`src/rtl/dcache_controller.sv`:
```
// ============================================================================
// dcache_controller -- MEM-stage L1 data cache controller.
//
// Direct-mapped, write-back, write-allocate data cache. Tag, valid, dirty and
// data arrays are held internally. A miss stalls the whole pipeline and is
// serviced over a full-line interface to off-chip memory: first an optional
// write-back of the dirty victim, then a refill of the requested line.
//
// Optional statistics counters are built only when DCACHE_STATS_EN is
// defined. Otherwise hit_cnt_o / miss_cnt_o are tied to zero and no counter
// flops exist.
//
// Ports
//   clk_i           clock, all state changes on the rising edge
//   rst_i           synchronous active-high reset
//   cpu_addr_i      byte address from EX/MEM (ALU result)
//   cpu_data_i      store data
//   cpu_MemRead_i   load request
//   cpu_MemWrite_i  store request (wins over a load if both are set)
//   cpu_data_o      load data, valid on a read hit, else 0
//   cpu_stall_o     pipeline stall, high while a request has not hit
//   mem_data_i      refill line from memory
//   mem_ack_i       one-cycle completion pulse from memory
//   mem_addr_o      line address (low offset bits zero)
//   mem_data_o      write-back line
//   mem_enable_o    memory request valid
//   mem_write_o     1 = write-back, 0 = refill
//   hit_cnt_o       hit counter (statistics build only)
//   miss_cnt_o      miss counter (statistics build only)
// ============================================================================
module dcache_controller #(
    parameter int ADDR_W = 32,
    parameter int SETS   = 16,
    parameter int LINE_W = 256
) (
    input  logic              clk_i,
    input  logic              rst_i,
    input  logic [ADDR_W-1:0] cpu_addr_i,
    input  logic [31:0]       cpu_data_i,
    input  logic              cpu_MemRead_i,
    input  logic              cpu_MemWrite_i,
    output logic [31:0]       cpu_data_o,
    output logic              cpu_stall_o,
    input  logic [LINE_W-1:0] mem_data_i,
    input  logic              mem_ack_i,
    output logic [ADDR_W-1:0] mem_addr_o,
    output logic [LINE_W-1:0] mem_data_o,
    output logic              mem_enable_o,
    output logic              mem_write_o,
    output logic [31:0]       hit_cnt_o,
    output logic [31:0]       miss_cnt_o
);

    localparam int IDX_W  = $clog2(SETS);
    localparam int OFF_W  = $clog2(LINE_W / 8);
    localparam int WSEL_W = $clog2(LINE_W / 32);
    localparam int TAG_W  = ADDR_W - IDX_W - OFF_W;

    typedef enum logic [1:0] {
        IDLE,
        WRITEBACK,
        REFILL,
        REFILL_DONE
    } state_t;

    state_t state, nextState;

    // Per-line storage
    logic [SETS-1:0]   validArr;
    logic [SETS-1:0]   dirtyArr;
    logic [TAG_W-1:0]  tagArr  [SETS];
    logic [LINE_W-1:0] dataArr [SETS];

    // Address split
    logic [TAG_W-1:0]  cpuTag;
    logic [IDX_W-1:0]  idx;
    logic [WSEL_W-1:0] wsel;
    logic [1:0]        unusedByteBits;

    assign cpuTag         = cpu_addr_i[ADDR_W-1 -: TAG_W];
    assign idx            = cpu_addr_i[OFF_W +: IDX_W];
    assign wsel           = cpu_addr_i[2 +: WSEL_W];
    assign unusedByteBits = cpu_addr_i[1:0];   // word accesses only

    logic              req;
    logic              isStore;
    logic              hit;
    logic [LINE_W-1:0] lineSel;

    assign req     = cpu_MemRead_i | cpu_MemWrite_i;
    assign isStore = cpu_MemWrite_i;
    assign lineSel = dataArr[idx];

    // Hit is only meaningful in IDLE; during miss service the array is being
    // rewritten and the pipeline must stay stalled until REFILL_DONE passes.
    assign hit = req && (state == IDLE) && validArr[idx] && (tagArr[idx] == cpuTag);

    assign cpu_stall_o = req & ~hit;
    assign cpu_data_o  = (hit && !isStore) ? lineSel[{wsel, 5'b0} +: 32] : 32'd0;

    // ------------------------------------------------------------------
    // FSM: next state and memory-side outputs
    // ------------------------------------------------------------------
    always_comb begin
        nextState    = state;
        mem_enable_o = 1'b0;
        mem_write_o  = 1'b0;
        mem_addr_o   = '0;
        mem_data_o   = '0;
        unique case (state)
            IDLE: begin
                if (req && !hit)
                    nextState = (validArr[idx] && dirtyArr[idx]) ? WRITEBACK : REFILL;
            end
            WRITEBACK: begin
                mem_enable_o = 1'b1;
                mem_write_o  = 1'b1;
                mem_addr_o   = {tagArr[idx], idx, {OFF_W{1'b0}}};
                mem_data_o   = lineSel;
                if (mem_ack_i)
                    nextState = REFILL;
            end
            REFILL: begin
                mem_enable_o = 1'b1;
                mem_addr_o   = {cpuTag, idx, {OFF_W{1'b0}}};
                if (mem_ack_i)
                    nextState = REFILL_DONE;
            end
            REFILL_DONE: begin
                nextState = IDLE;
            end
            default: nextState = IDLE;
        endcase
    end

    logic refillWr;
    logic storeWr;

    assign refillWr = (state == REFILL) && mem_ack_i;
    assign storeWr  = hit && isStore;

    // ------------------------------------------------------------------
    // State register and line status bits
    // ------------------------------------------------------------------
    always_ff @(posedge clk_i) begin
        if (rst_i) begin
            state    <= IDLE;
            validArr <= '0;
            dirtyArr <= '0;
        end else begin
            state <= nextState;
            if (refillWr) begin
                validArr[idx] <= 1'b1;
                dirtyArr[idx] <= 1'b0;
            end else if (storeWr) begin
                dirtyArr[idx] <= 1'b1;
            end
        end
    end

    // Tag and data arrays carry no reset; validity is tracked in validArr.
    always_ff @(posedge clk_i) begin
        if (!rst_i) begin
            if (refillWr) begin
                dataArr[idx] <= mem_data_i;
                tagArr[idx]  <= cpuTag;
            end else if (storeWr) begin
                dataArr[idx][{wsel, 5'b0} +: 32] <= cpu_data_i;
            end
        end
    end

    // ------------------------------------------------------------------
    // Optional statistics
    // ------------------------------------------------------------------
`ifdef DCACHE_STATS_EN
    logic [31:0] hitCnt;
    logic [31:0] missCnt;
    logic        postRefill;   // first IDLE cycle after a refill: not a real hit

    always_ff @(posedge clk_i) begin
        if (rst_i) begin
            hitCnt     <= '0;
            missCnt    <= '0;
            postRefill <= 1'b0;
        end else begin
            postRefill <= (state == REFILL_DONE);
            if (hit && !postRefill && (hitCnt != 32'hFFFF_FFFF))
                hitCnt <= hitCnt + 32'd1;
            if ((state == IDLE) && req && !hit && (missCnt != 32'hFFFF_FFFF))
                missCnt <= missCnt + 32'd1;
        end
    end

    assign hit_cnt_o  = hitCnt;
    assign miss_cnt_o = missCnt;
`else
    assign hit_cnt_o  = 32'd0;
    assign miss_cnt_o = 32'd0;
`endif

endmodule

```
`config.mk`:
```
export PLATFORM = sky130hd
export DESIGN_NAME = dcache_controller
export DESIGN_NICKNAME = d
export VERILOG_FILES = /design/src/rtl/dcache_controller.sv
export SDC_FILE = /design/constraint.sdc
export NUM_CORES = 2
export LEC_CHECK = 0
export BUFFER_PORTS_ARGS = -buffer_cell sky130_fd_sc_hd__buf_2
export CAP_MARGIN = 10
export CORE_MARGIN = 3
export CORE_UTILIZATION = 45
export DETAILED_ROUTE_END_ITERATION = 12
export PLACE_DENSITY_LB_ADDON = 0.15
export RECOVER_POWER = 100
export SETUP_SLACK_MARGIN = 0.05
export SLEW_MARGIN = 20
export SYNTH_ARGS = -nofsm -noshare
export SYNTH_HDL_FRONTEND = slang
export SYNTH_MEMORY_MAX_BITS = 65536
export SYNTH_SLANG_ARGS = --single-unit
```
`constraint.sdc`:
```
create_clock -name clk_i -period 15.5 [get_ports clk_i]
set_clock_uncertainty 0.1 [all_clocks]
set_input_delay 2.325 -clock clk_i [delete_from_list [all_inputs] [get_ports clk_i]]
set_output_delay 2.325 -clock clk_i [all_outputs]
set_load 0.005 [all_outputs]
```
==> results by group <==
Clock tree
  • Maximum clock insertion buffer count: 4
  • CTS tree: yes
  • Clock-pin slew on the worst setup and hold paths: around 0.060 ns
  • Cts repair resizes: 0
  • Root Driver: clkbuf_16
  • Cts-stage hold buffer count: 0
  • CTS buffer count: approximately 450
  • Postcts setup bufs: 0
  • H-Tree Depth: 5
  • Clk Latency, worst-skew pair: 1.02 ns
  • TritonCTS Sinks: 4498

Power
  • Switching Share: 23.4%
  • Peak VDD IR: roughly 0.10 mV
  • Comb power frac: 8.8%
  • Switch Pwr: 6.21 mW
  • Clock power frac: 40.4%
  • P_int: 20.3 mW
  • Pleak: 63.8 nW
  • Pwr per Cell Area: between 100 and 150 nW/µm²
  • Sequential Power Share: between 50% and 60%

Logic synthesis
  • Post-Syn Area: 179000 µm²
  • Number of synthesis warnings: 0
  • Syn Inst Count: 7933
  • Number of synthesized flops with an enable pin: 4464
  • Primary FF master, synth: edfxtp_1
  • Yosys top cell area share: 74.7%
  • Synth async-reset ratio: 0%
  • Synth area leaders: edfxtp_1, mux4_2, mux2_2
  • Post-synthesis sequential area ratio: 75.1%
  • Post-synth top cells: edfxtp_1, mux4_2, clkbuf_1, and2_1, mux2_2
  • Largest area contributor in the netlist: edfxtp_1
  • Post-synthesis register bit count: 4498
  • Average size of a mapped cell: 22.6 µm²
  • Number of distinct library cells after synthesis: slightly below 70
  • Count leader, synth: edfxtp_1

Drt
  • DR iter-0 viols: 11.7k
  • DR DRC count: 0
  • Routed wire length: 584000 µm
  • Routed WL per cell: 40.1 µm
  • Post-DRT Antenna Nets: 0
  • Via count: 90.5k
  • DRT Pass-1 Iters: 6
  • Drt via density: 6.22

Placed design
  • Buffers added on ports: 640
  • Area after DPL: 191000 µm²
  • Gpl congestion: 0.912
  • Hpwl dp: ~360000 µm

Critical path
  • Worst path required time: 15.95 ns
  • Kind of critical path: input port to flop
  • CP Launch Type: input port
  • Worst Path Arrival: 13.48 ns
  • Reg2reg end: dataArr[11][42]
  • Max FO, Critical Path: 72
  • CP endpoint kind: flop
  • Reg2reg start: tagArr[5][0]
  • R2R cell count: 11
  • R2R setup slack: 5.45 ns

Floorplanning
  • Cell row count: 231
  • Die height: 637 µm
  • Initial core utilization: 45.2%
  • Die width: 637 µm
  • CORE AREA: 397000 µm²
  • I/O pins: 712
  • Die ar.: about 410000 µm²

Timing
  • Slew margin rel.: -168%
  • Setup TNS: 0 ns
  • Minimum clock period: 13.03 ns
  • Final setup fails: 0
  • Tcrit/Tclk final: 84.1%
  • Slew @ Worst Pin: 4.03 ns
  • Peak Freq: 76.8 MHz
  • Final Slew Violations: 4382
  • Final Hold Fails: 0
  • RSZ-0062 raised after global routing: false

Run
  • Max Cap Viol: approximately 140

Finish
  • Util after Layout: 51.5%
  • Nets: 9142
  • Area grow syn2layout: 13.9%
  • Share of cells above drive strength 1: approximately a third
  • Final instance area: around 200000 µm²

Hold path
  • Hold WC Path Type: flop to flop
  • Worst Hold End: validArr[6]
  • Worst hold start: validArr[6]
  • WHS Path Cells: 2

Global routing
  • Total GRT Usage: between 20 and 30%
  • First-pass GRT wire length: just under 800000 µm
  • Largest net degree at the start of global routing: 126
  • Global route overflow: 0
  • Antenna violations before repair: ~130
  • Vias in the first global route: 88.9k

Run status
  • Status: finished with violations
  • Failing checks: capacitance limit, slew limit
[cells in the final DEF, fill, tap and decap left out, types with 10 or more instances in the layout]
cell,n
edfxtp_1,4464
clkinv_1,118
nand2_2,10
clkinv_2,85
nand2b_1,36
a21oi_1,68
clkbuf_16,459
mux2i_1,122
nor2_1,134
buf_2,540
mux2_2,16
diode_2,124
nor3_1,13
conb_1,69
buf_12,15
xnor2_1,12
clkinvlp_4,11
bufinv_16,41
xor2_1,17
and2_1,58
a22oi_1,17
mux4_2,1437
a21oi_4,110
nand2_1,148
buf_4,110
dfxtp_1,34
o21ai_0,10
and2_0,203
o22ai_1,23
mux2_1,192
a211oi_1,21
inv_6,12
clkbuf_1,330
nor2b_1,28
inv_1,98
nand3_1,12
[worst max-delay path by stage]
| stage | startpoint | endpoint | slack (ns) |
|---|---|---|---|
| final | cpu_addr_i[6] | dataArr[11][42] | 2.47 |
| after detailed placement | cpu_addr_i[5] | cpu_data_o[4] | 5.06 |
| after global routing | cpu_addr_i[6] | dataArr[11][42] | 2.43 |
| after CTS | cpu_addr_i[5] | cpu_data_o[4] | 5.02 |
| after global placement | cpu_addr_i[5] | cpu_data_o[4] | 5.03 |
| after floorplan | cpu_addr_i[5] | cpu_data_o[10] | 7.13 |
[worst max-delay path: stages]
cell and delay, ns:
buf_8 0.29, inv_1 0.39, clkbuf_1 1.51, mux2i_1 0.44, xnor2_1 0.23, a2111oi_0 0.51
a22oi_1 0.38, or3b_4 0.50, nor4_1 0.32, clkbuf_1 0.98, nand4_1 2.29, a21oi_4 0.72
clkbuf_1 2.42
[through the flow]
step / total power, mW / setup WS [ns] / instances / hold slack, ns
final: 26.5 / 2.47 / 14600 / 0.368
after global routing: 27.2 / 2.43 / 14500 / 0.394
after CTS: 26.7 / 5.02 / 14400 / 0.367
after detailed placement: 16.1 / 5.06 / 13600 / 0.358
after global placement: 16.0 / 5.03 / 13600 / 0.358
after floorplan: 14.9 / 7.13 / 8001 / 0.348
[layout make-up]
| cell class | count | area, µm² |
|---|---|---|
| Antenna cell | 124 | 310 |
| Clock buffer | 567 | 11900 |
| Clock inverter | 273 | 2400 |
| Fill cell | 31300 | 192000 |
| Inverter | 100 | 378 |
| Multi-Input combinational cell | 2859 | 43200 |
| Sequential cell | 4498 | 135000 |
| Tap cell | 5242 | 6560 |
| Timing Repair Buffer | 898 | 4750 |
[power by group through the flow]
stage / Sequential, mW / Clock [mW] / Combinational, mW
global route: 13.5 / 11.3 / 2.41
floorplan: 13.7 / 0 / 1.14
CTS: 13.5 / 10.8 / 2.35
finish: 13.5 / 10.7 / 2.33
global placement: 13.7 / 0 / 2.31
detailed placement: 13.7 / 0 / 2.34
[cell families after synthesis]
group / after synthesis / share of synthesized area [%]
AO/OA/AOI/OAI: 294 / 1.02
XOR/XNOR: 29 / 0.142
adder cells (fa/ha/maj): 8 / 0.0558
buffers and inverters: 644 / 1.62
flip-flops: 4498 / 75.1
multiplexers: 1769 / 20.0
other: 1 / 0.00209
AND/OR/NAND/NOR: 690 / 2.02
[per-layer routing]
layer / share of wire, % / global-route usage (%)
met2: 47 / 43.5
met1: 37 / 36.7
met4: 7.0 / 17.8
met3: 9.0 / 7.15
met5: 0.069 / 0
[sequential cells by signal, indices dropped and copies added, names as in the netlist, named ones only]
name	count
tagArr	368
validArr	16
dataArr	4096
state	2
Power figures use the tool's default switching activity.
